File: src/rtl/sent_crc_engine.sv
// SENT CRC engine: accumulates 4-bit data nibbles into a CRC4 or CRC6
// register, optionally appends zero augmentation, then reports the result
// once per message together with a compare against the received CRC.
//
// Handshake: a nibble is accepted on any rising edge where din_valid is high
// and either start is high (outside AUG) or the engine is in ACCUM; last is
// only meaningful on an accepted beat. crc_valid is a single-cycle strobe with
// no back-pressure; crc_out/crc_ok/err stay stable until the next strobe.
module sent_crc_engine #(
  parameter logic [3:0] CRC4_SEED   = 4'b0101,
  parameter logic [5:0] CRC6_SEED   = 6'b010101,
  parameter bit         AUGMENT     = 1'b1,
  parameter int         MAX_NIBBLES = 8
) (
  input  logic       clk,
  input  logic       reset,
  input  logic       start,
  input  logic       mode,
  input  logic [3:0] din,
  input  logic       din_valid,
  input  logic       last,
  input  logic [5:0] chk_crc,
  output logic       busy,
  output logic       crc_valid,
  output logic [5:0] crc_out,
  output logic       crc_ok,
  output logic       err,
  output logic [1:0] state_dbg
);

  typedef enum logic [1:0] {
    IDLE  = 2'd0,
    ACCUM = 2'd1,
    AUG   = 2'd2,
    DONE  = 2'd3
  } state_t;

  localparam logic [7:0] MAX_CNT = 8'(MAX_NIBBLES);
  localparam state_t     FIN_ST  = AUGMENT ? AUG : DONE;

  state_t     state_q, state_d;
  logic [5:0] crc_q, crc_d;
  logic [7:0] cnt_q, cnt_d;
  logic       mode_q, mode_d;
  logic [5:0] chk_q, chk_d;
  logic [5:0] res_q, res_d;
  logic       ok_q, ok_d;
  logic       err_q, err_d;

  logic       take_start;
  logic       accept;
  logic       fin_beat;

  // One shift of the selected CRC register; CRC4 lives in [3:0], [5:4] stay 0.
  function automatic logic [5:0] bit_step(input logic m, input logic [5:0] c,
                                          input logic b);
    logic [5:0] n;
    if (m) begin
      n = {c[4:0], b};
      if (c[5]) n = n ^ 6'h19;
    end else begin
      n = {2'b00, c[2:0], b};
      if (c[3]) n = n ^ 6'h0D;
    end
    return n;
  endfunction

  // Four bit steps, MSB of the nibble first.
  function automatic logic [5:0] nib_step(input logic m, input logic [5:0] c,
                                          input logic [3:0] d);
    logic [5:0] r;
    r = c;
    for (int i = 3; i >= 0; i--) r = bit_step(m, r, d[i]);
    return r;
  endfunction

  // Zero augmentation: one register width of zero bits.
  function automatic logic [5:0] aug_step(input logic m, input logic [5:0] c);
    logic [5:0] r;
    r = c;
    for (int i = 0; i < 6; i++) begin
      if (m || (i < 4)) r = bit_step(m, r, 1'b0);
    end
    return r;
  endfunction

  // Beat qualification: start is honoured everywhere except AUG.
  always_comb begin
    take_start = start && (state_q != AUG);
    accept     = din_valid && (take_start || (state_q == ACCUM));
    fin_beat   = accept && last;
  end

  // State register and datapath flops.
  always_ff @(posedge clk or posedge reset) begin
    if (reset) begin
      state_q <= IDLE;
      crc_q   <= 6'd0;
      cnt_q   <= 8'd0;
      mode_q  <= 1'b0;
      chk_q   <= 6'd0;
      res_q   <= 6'd0;
      ok_q    <= 1'b0;
      err_q   <= 1'b0;
    end else begin
      state_q <= state_d;
      crc_q   <= crc_d;
      cnt_q   <= cnt_d;
      mode_q  <= mode_d;
      chk_q   <= chk_d;
      res_q   <= res_d;
      ok_q    <= ok_d;
      err_q   <= err_d;
    end
  end

  // Next-state logic; a start that also carries the last beat is a complete
  // one-nibble message.
  always_comb begin
    state_d = state_q;
    case (state_q)
      IDLE:    if (take_start) state_d = fin_beat ? FIN_ST : ACCUM;
      ACCUM:   if (fin_beat) state_d = FIN_ST;
               else if (take_start) state_d = ACCUM;
      AUG:     state_d = DONE;
      DONE:    if (take_start) state_d = fin_beat ? FIN_ST : ACCUM;
               else state_d = IDLE;
      default: state_d = IDLE;
    endcase
  end

  // Datapath: reseed on start, fold accepted nibbles, augment, and capture
  // the result on the way into DONE so it is stable for the strobe cycle.
  always_comb begin
    mode_d = take_start ? mode : mode_q;
    crc_d  = take_start ? (mode ? CRC6_SEED : {2'b00, CRC4_SEED}) : crc_q;
    cnt_d  = take_start ? 8'd0 : cnt_q;
    chk_d  = chk_q;
    res_d  = res_q;
    ok_d   = ok_q;
    err_d  = err_q;
    if (accept) begin
      crc_d = nib_step(mode_d, crc_d, din);
      if (cnt_d != 8'hFF) cnt_d = cnt_d + 8'd1;
    end
    if (fin_beat) chk_d = mode_d ? chk_crc : {2'b00, chk_crc[3:0]};
    if (state_q == AUG) crc_d = aug_step(mode_q, crc_q);
    if (state_d == DONE) begin
      res_d = crc_d;
      err_d = cnt_d > MAX_CNT;
      ok_d  = (crc_d == chk_d) && !(cnt_d > MAX_CNT);
    end
  end

  // Output decode from the registered state and result.
  always_comb begin
    busy      = (state_q == ACCUM) || (state_q == AUG);
    crc_valid = (state_q == DONE);
    state_dbg = state_q;
    crc_out   = res_q;
    crc_ok    = ok_q;
    err       = err_q;
  end

endmodule

File: config.mk
export PLATFORM = sky130hd
export DESIGN_NAME = sent_crc_engine
export DESIGN_NICKNAME = d
export VERILOG_FILES = /design/src/rtl/sent_crc_engine.sv
export SDC_FILE = /design/constraint.sdc
export NUM_CORES = 1
export LEC_CHECK = 0
export CAP_MARGIN = 20
export CORE_ASPECT_RATIO = 1.1
export CORE_MARGIN = 5
export CORE_UTILIZATION = 56
export CTS_CLUSTER_SIZE = 10
export DETAILED_ROUTE_END_ITERATION = 12
export GPL_ROUTABILITY_DRIVEN = 0
export MAX_ROUTING_LAYER = met4
export PLACE_DENSITY = 0.8
export SLEW_MARGIN = 15
export SYNTH_ARGS = -nofsm -noshare
export SYNTH_HDL_FRONTEND = slang
export SYNTH_SLANG_ARGS = --single-unit
File: constraint.sdc
create_clock -name clk -period 4.5 [get_ports clk]
set_input_delay 0.9 -clock clk [delete_from_list [all_inputs] [get_ports clk]]
set_output_delay 0.9 -clock clk [all_outputs]
set_load 0.02 [all_outputs]
==> summary.md, run 1 <==
| Metric | Value |
|---|---|
| Status | finished clean |
| Worst skew pair latency | 0.29 ns |
| Seq cells post-synth | 31 |
| Grt total ovfl | 0 |
| Cell row count | 24 |
| CTS root buf | clkbuf_8 |
| Seq pwr share | 25.4% |
| Core area | 3990 sq um |
| Die ar. | 5580 sq um |
| Reg clk slew, reported paths | 0.07 ns |
| WHS | 0.512 ns |
| Hold_buf cts | 0 |
| Crit path arrival time | 3.85 ns |
| Max Clock Freq | 274 MHz |
| Multi-input logic area | 1430 sq um |
| Synth Area in Compound Gates | 15.6% |
| Async set or reset register ratio after synthesis | 100% |
| Initial antenna violation count | 0 |
| Worst Path Max Fanout | 8 |
| Tcrit/Tclk final | 81.2% |
| Startpoint types | primary input |
| Power density over the cells | 769 nW/um^2 |
| Mapped Cells | 263 |
| Layout Nets | 306 |
| Setup TNS | 0 ns |
| Simple-gate portion of the synthesized area | 18.7% |
| Post-Synth Adder-Cell Area | 3.20% |
| Crit path required time | 4.69 ns |
| Clk pwr share | 12.0% |
| Cell accounting for the most synthesized area | dfrtp_1 |
| Synth Area in XOR/XNOR | 14.0% |
| TritonRoute pass-1 iters | 6 |
| Vias | 1962 |
| Crit. End Element | flip-flop |
| Via/cell ratio | 5.82 |
| Synth warn | 0 |
| WL final | 5510 microns |
| Sequential element share of the synthesized area | 33.1% |
| Setup Skew | 0.0147 ns |
| Comb pwr share | 62.7% |
| Relative slew slack | 59.6% |
| RSZ-0062 raised after global routing | no |
| Die H | 77.8 microns |
| First-pass GRT wire length | 9480 microns |
| Pleak | 1.16 nW |
| Post-CTS setup buffers | 0 |
| Worst hold path class | flip-flop to flip-flop |
| Internal Power | 1.14 mW |
| FF+latch area | 776 sq um |
| Peak supply drop | 0.459 mV |
| DRT iter0 DRCs | 200 |
| CTS resizes | 0 |
| Die width | 71.7 microns |
| Avg WL per Cell | 16.3 microns |
| Ys flop type | dfrtp_1 |
| Crit Path Class | primary input to flip-flop |
| Post-synth EDFFs | 0 |
| Main combinational cell family by area after synthesis | simple AND/OR/NAND/NOR gates |
| Post-synth cell types | 51 |
| Mean Syn Cell Area | 8.91 sq um |
| Clock tree buffer depth | 2 |
| Port Buffers | 27 |
| Worst-Margin Slew | 0.606 ns |
| Antenna cells | 0 |
| CTS tree | done |
| Cell Area, Synth | 2340 sq um |
| Post-synth top area share | 33.1% |
| Tmin final | 3.66 ns |
| Most frequent cell after synthesis | dfrtp_1 |
| Mux contribution to synthesized area | 9.50% |
| Post-synth top cells | 31 x dfrtp_1, 28 x nor2_1, 22 x xnor2_1, 21 x nand2_1, 16 x o21ai_0 |
| Detail Route Antenna Nets | 0 |
| Final setup viols | 0 |
| Post-route DRC | 0 |
| Fill count | 331 |
| CTS HTree Levels | 2 |
| Pins Over Slew Limit | 0 |
| Setup WS pre-CTS | 0.543 ns |
| Starting Density | 58.7% |
| Largest net degree at the start of global routing | 29 |
| Detail Placement HPWL | 4080 microns |
| Tot GR Track Use | 22.0% |
| # IOs | 28 |
| Layout cells sized above 1 | 9.82% |
| Vias in the first global route | 2033 |
| Layout area overhead | 16.6% |
| Hold Violations, Final | 0 |
| Area contributors post-synth | dfrtp_1 33%, xnor2_1 8.2%, mux2i_1 5.6% |
| Clock sink count | 31 |
| Switching share of power | 45.8% |
| Post-synth net total | 285 |
| CTS Buf Count | 5 |
| NetSw | 0.963 mW |
| Maximum capacitance violations | 0 |
| Setup WS post-layout | 0.844 ns |
## path summary, 6_finish.rpt
path / slack [ns] / end / cells past startpoint / start
max reg2reg: 0.86 / crc_ok / 13 / flip-flop
min: 0.51 / crc_out[3] / 1 / crc_out[3]
max in group asynchronous: 3.03 / chk_q[5] / 4 / reset
min in group asynchronous: 0.90 / crc_out[4] / 2 / reset
min reg2reg: 0.51 / crc_out[3] / 1 / crc_out[3]
max: 0.84 / crc_ok / 12 / start
## area by class of cell
type	instances	area share, %
clock buffers	7	3.53
clock inverters	1	0.275
inverters	11	1.51
multi-input cells	203	52.4
flip-flops and latches	31	28.4
well taps	52	2.38
repair buffers	32	11.5
## power by group through the flow
stage                     logic (mW)  registers, mW  clock network, mW
after global placement          1.27          0.532                  0
after floorplan                 1.03          0.494                  0
after global routing            1.44          0.552              0.272
final                           1.32          0.533              0.251
after CTS                       1.31          0.532              0.256
after detailed placement        1.30          0.536                  0
## cells in the final DEF, fill, tap and decap left out, types with 2 or more instances in the layout
cell type,instances
dfrtp_1,31
nor2_1,28
clkdlybuf4s50_1,27
xnor2_1,22
nand2_1,21
o21ai_0,16
a21oi_1,14
mux2i_1,13
xor2_1,10
inv_1,9
nand3_1,7
mux2_2,7
clkbuf_8,7
nand2b_1,6
ha_1,6
and2_1,4
a211oi_1,4
a31oi_1,4
buf_4,4
nand3b_1,3
and3_1,3
or3_1,2
and4_1,2
nor3b_1,2
o21ai_1,2
clkinv_1,2
xor3_1,2
nor3_1,2
o221ai_1,2
## flip-flops by register name (all words and copies together), names as in the netlist, named ones only
| signal | count |
|---|---|
| mode_q | 1 |
| crc_ok | 1 |
| chk_q | 6 |
| crc_q | 6 |
| crc_out | 6 |
| err | 1 |
| cnt_q | 8 |
## kinds of logic after synthesis
family                     Yosys count
AOI/OAI and AO/OA                   55
buffers and inverters               29
xor gates and xnor gates            34
muxes                               21
DFF                                 31
and+or+nand+nor                     87
adders and majority gates            6
## per-layer routing
metal | wire length [microns] | share of wire [%] | up-vias | global-route usage, %
met3 | 401 | 7.3 | 6 | 4.26
met1 | 2340 | 42 | 925 | 27.9
met4 | 59 | 1.1 | 0 | 4.70
li1 | - | - | 951 | -
met5 | 0 | 0 | - | -
met2 | 2710 | 49 | 80 | 36.5
## metrics by stage
stage | cells | total power [mW] | cell area [sq um] | util [%]
2_1_floorplan | 263 | 1.52 | 2340 | -
3_3_place_gp | 328 | 1.80 | 2610 | 65.4
3_5_place_dp | 328 | 1.84 | 2610 | 65.4
4_1_cts | 336 | 2.10 | 2720 | 68.0
5_1_grt | 337 | 2.26 | 2730 | 68.4
6_report | 337 | 2.10 | 2730 | 68.4
## critical path, stage by stage
cell             delay [ns]
clkdlybuf4s50_1        0.54
nand2b_1               0.20
and2_1                 0.23
ha_1                   0.25
nand4_1                0.14
nor2_1                 0.12
nor3b_1                0.21
o21ai_1                0.10
or3_1                  0.39
a211oi_2               0.26
o2111ai_1              0.16
o41ai_2                0.35
(Power assumes the default switching activity.)
==> run 2: changes to the inputs <==
==> constraint.sdc (replaced) <==
create_clock -name clk -period 3.8 [get_ports clk]
set_input_delay 0.76 -clock clk [delete_from_list [all_inputs] [get_ports clk]]
set_output_delay 0.76 -clock clk [all_outputs]
set_load 0.02 [all_outputs]
==> summary.md, run 2 (synthesized netlist as in run 1, its figures left out) <==
| Metric | Value |
|---|---|
| Grt total ovfl | 0 (unchanged) |
| Status | finished clean (unchanged) |
| Final Core Density | 68.4% (unchanged) |
| CTS root buf | clkbuf_8 (unchanged) |
| TritonRoute pass-1 iters | 4 (was 6) |
| Largest Register | cnt_q (unchanged) |
| Maximum capacitance violations | 0 (unchanged) |
| Vias | 1967 (was 1962) |
| CTS tree | done (unchanged) |
| Power density over the cells | 911 nW/um^2 (was 769 nW/um^2) |
| Layout area overhead | 16.6% (unchanged) |
| Die width | 71.7 microns (unchanged) |
| Initial antenna violation count | 0 (unchanged) |
| Avg WL per Cell | 16.5 microns (was 16.3 microns) |
| Worst skew pair latency | 0.29 ns (about the same) |
| Clock sink count | 31 (unchanged) |
| CTS resizes | 0 (unchanged) |
| Slowest stage delay, CP | 0.50 ns (was 0.54 ns) |
| Worst r2r path cells | 13 (unchanged) |
| Max Clock Freq | 298 MHz |
| Worst hold path class | flip-flop to flip-flop (unchanged) |
| Pleak | 1.17 nW (was 1.16 nW) |
| Layout cells sized above 1 | 10.1% (was 9.82%) |
| Setup TNS | 0 ns (unchanged) |
| Reg clk slew, reported paths | 0.07 ns (about the same) |
| Vias in the first global route | 2022 (was 2033) |
| Clock tree buffer depth | 2 (unchanged) |
| Crit Path Class | primary input to flip-flop (unchanged) |
| Largest net degree at the start of global routing | 32 (was 29) |
| Tot GR Track Use | 22.4% (was 22.0%) |
| Crit path required time | 3.99 ns (was 4.69 ns) |
| Via/cell ratio | 5.82 (about the same) |
| Pins Over Slew Limit | 0 (unchanged) |
| Tmin final | 3.36 ns |
| # IOs | 28 (unchanged) |
| Leading cell type in the layout, fill and taps excluded | dfrtp_1 (unchanged) |
| Max FFs per register | 8 (unchanged) |
| CTS HTree Levels | 2 (unchanged) |
| Die H | 77.8 microns (unchanged) |
| Antenna cells | 0 (unchanged) |
| Die ar. | 5580 sq um (unchanged) |
| First-pass GRT wire length | 9600 microns (was 9480 microns) |
| Most frequent cells in the layout | 31 x dfrtp_1, 28 x nor2_1, 27 x clkdlybuf4s50_1 (unchanged) |
| Crit path arrival time | 3.55 ns (was 3.85 ns) |
| Worst path top cell family by delay | simple AND/OR/NAND/NOR gates (unchanged) |
| Detail Placement HPWL | 4070 microns (was 4080 microns) |
| Final setup viols | 0 (unchanged) |
| Setup Skew | 0.00638 ns (was 0.0147 ns) |
| WHS Path Cells | 2 (was 1) |
| Slowest CP cell | clkdlybuf4s50_1 (unchanged) |
| DRT iter0 DRCs | 171 (was 200) |
| Detail Route Antenna Nets | 0 (unchanged) |
| Hold_buf cts | 0 (unchanged) |
| Setup WS post-layout | 0.441 ns (was 0.844 ns) |
| Setup WS pre-CTS | 0.144 ns (was 0.543 ns) |
| Crit. End Element | flip-flop (unchanged) |
| Starting Density | 58.7% (unchanged) |
| Layout Nets | 307 (was 306) |
| CP Cell Sequence | clkdlybuf4s50_1, nand2b_1, and2_1, ha_1, nand4_1, nor2_1, nor3b_1, o21ai_1, or3_1, a211oi_2, o2111ai_1, o41ai_2 (unchanged) |
| Startpoint types | primary input (unchanged) |
| Buf/Inv on CP | 1 (unchanged) |
| Cell row count | 24 (unchanged) |
| Core area | 3990 sq um (unchanged) |
| RSZ-0062 raised after global routing | no (unchanged) |
| WL final | 5590 microns (was 5510 microns) |
| Tcrit/Tclk final | 88.4% |
| Port Buffers | 27 (unchanged) |
| Post-CTS setup buffers | 0 (unchanged) |
| Peak supply drop | 0.550 mV (was 0.459 mV) |
| CP Depth | 12 (unchanged) |
| Worst Path Max Fanout | 6 (was 8) |
| CTS Buf Count | 5 (unchanged) |
| Hold Violations, Final | 0 (unchanged) |
| Worst-Margin Slew | 0.662 ns (was 0.606 ns) |
| Post-route DRC | 0 (unchanged) |
| Relative slew slack | 55.9% (was 59.6%) |
-- run 2: changes by cell type in the layout (fill, tap and decap cells not counted) --
cell	before	now
clkinv_1	2	1
inv_1	9	10
buf_8	1	0
buf_4	4	6
-- run 2: metrics by stage --
stage / total power [mW] / hold slack, ns / std cells / cell area [sq um]
2_1_floorplan: 1.80 / 0.483 / 263 / 2340
3_3_place_gp: 2.15 / 0.494 / 330 / 2630
3_5_place_dp: 2.19 / 0.488 / 330 / 2630
4_1_cts: 2.50 / 0.514 / 338 / 2730
5_1_grt: 2.71 / 0.543 / 338 / 2730
6_report: 2.49 / 0.504 / 338 / 2730
-- run 2: power by group --
| group | switching [mW] | internal [mW] |
|---|---|---|
| combinational | 0.826 | 0.729 |
| sequential | 0.181 | 0.459 |
| clock | 0.132 | 0.165 |
-- run 2: layout make-up --
type                    count  area [sq um]
clock buffers               7          96.3
well taps                  52          65.1
multi-input cells         203          1430
repair buffers             33           315
fillers                   347          1260
flip-flops and latches     31           776
inverters                  11          41.3
clock inverters             1          7.51
-- run 2: final timing paths --
check	startpoint	end	slack [ns]
setup / recovery	start	crc_ok	0.44
hold / removal	err	err	0.50
setup reg to reg	flip-flop	crc_ok	0.61
hold reg to reg	err	err	0.50
max in group asynchronous	reset	chk_q[3]	2.65
min in group asynchronous	reset	crc_out[4]	0.86
-- run 2: routing by layer --
layer / GRT usage, % / vias to the layer above / share of wire [%]
li1: - / 949 / -
met1: 27.8 / 913 / 43
met2: 33.5 / 82 / 46
met3: 6.20 / 23 / 7.2
met4: 10.9 / 0 / 3.3
met5: - / - / 0
-- run 2: worst reg2reg max path, delay by kind of cell (launching register included) --
kind                     cells  cell delay (ns)
buffers and inverters        1             0.11
AND/OR/NAND/NOR              6             1.28
AO/OA/AOI/OAI                4             0.84
flip-flops                   1             0.40
adder cells (fa/ha/maj)      2             0.47
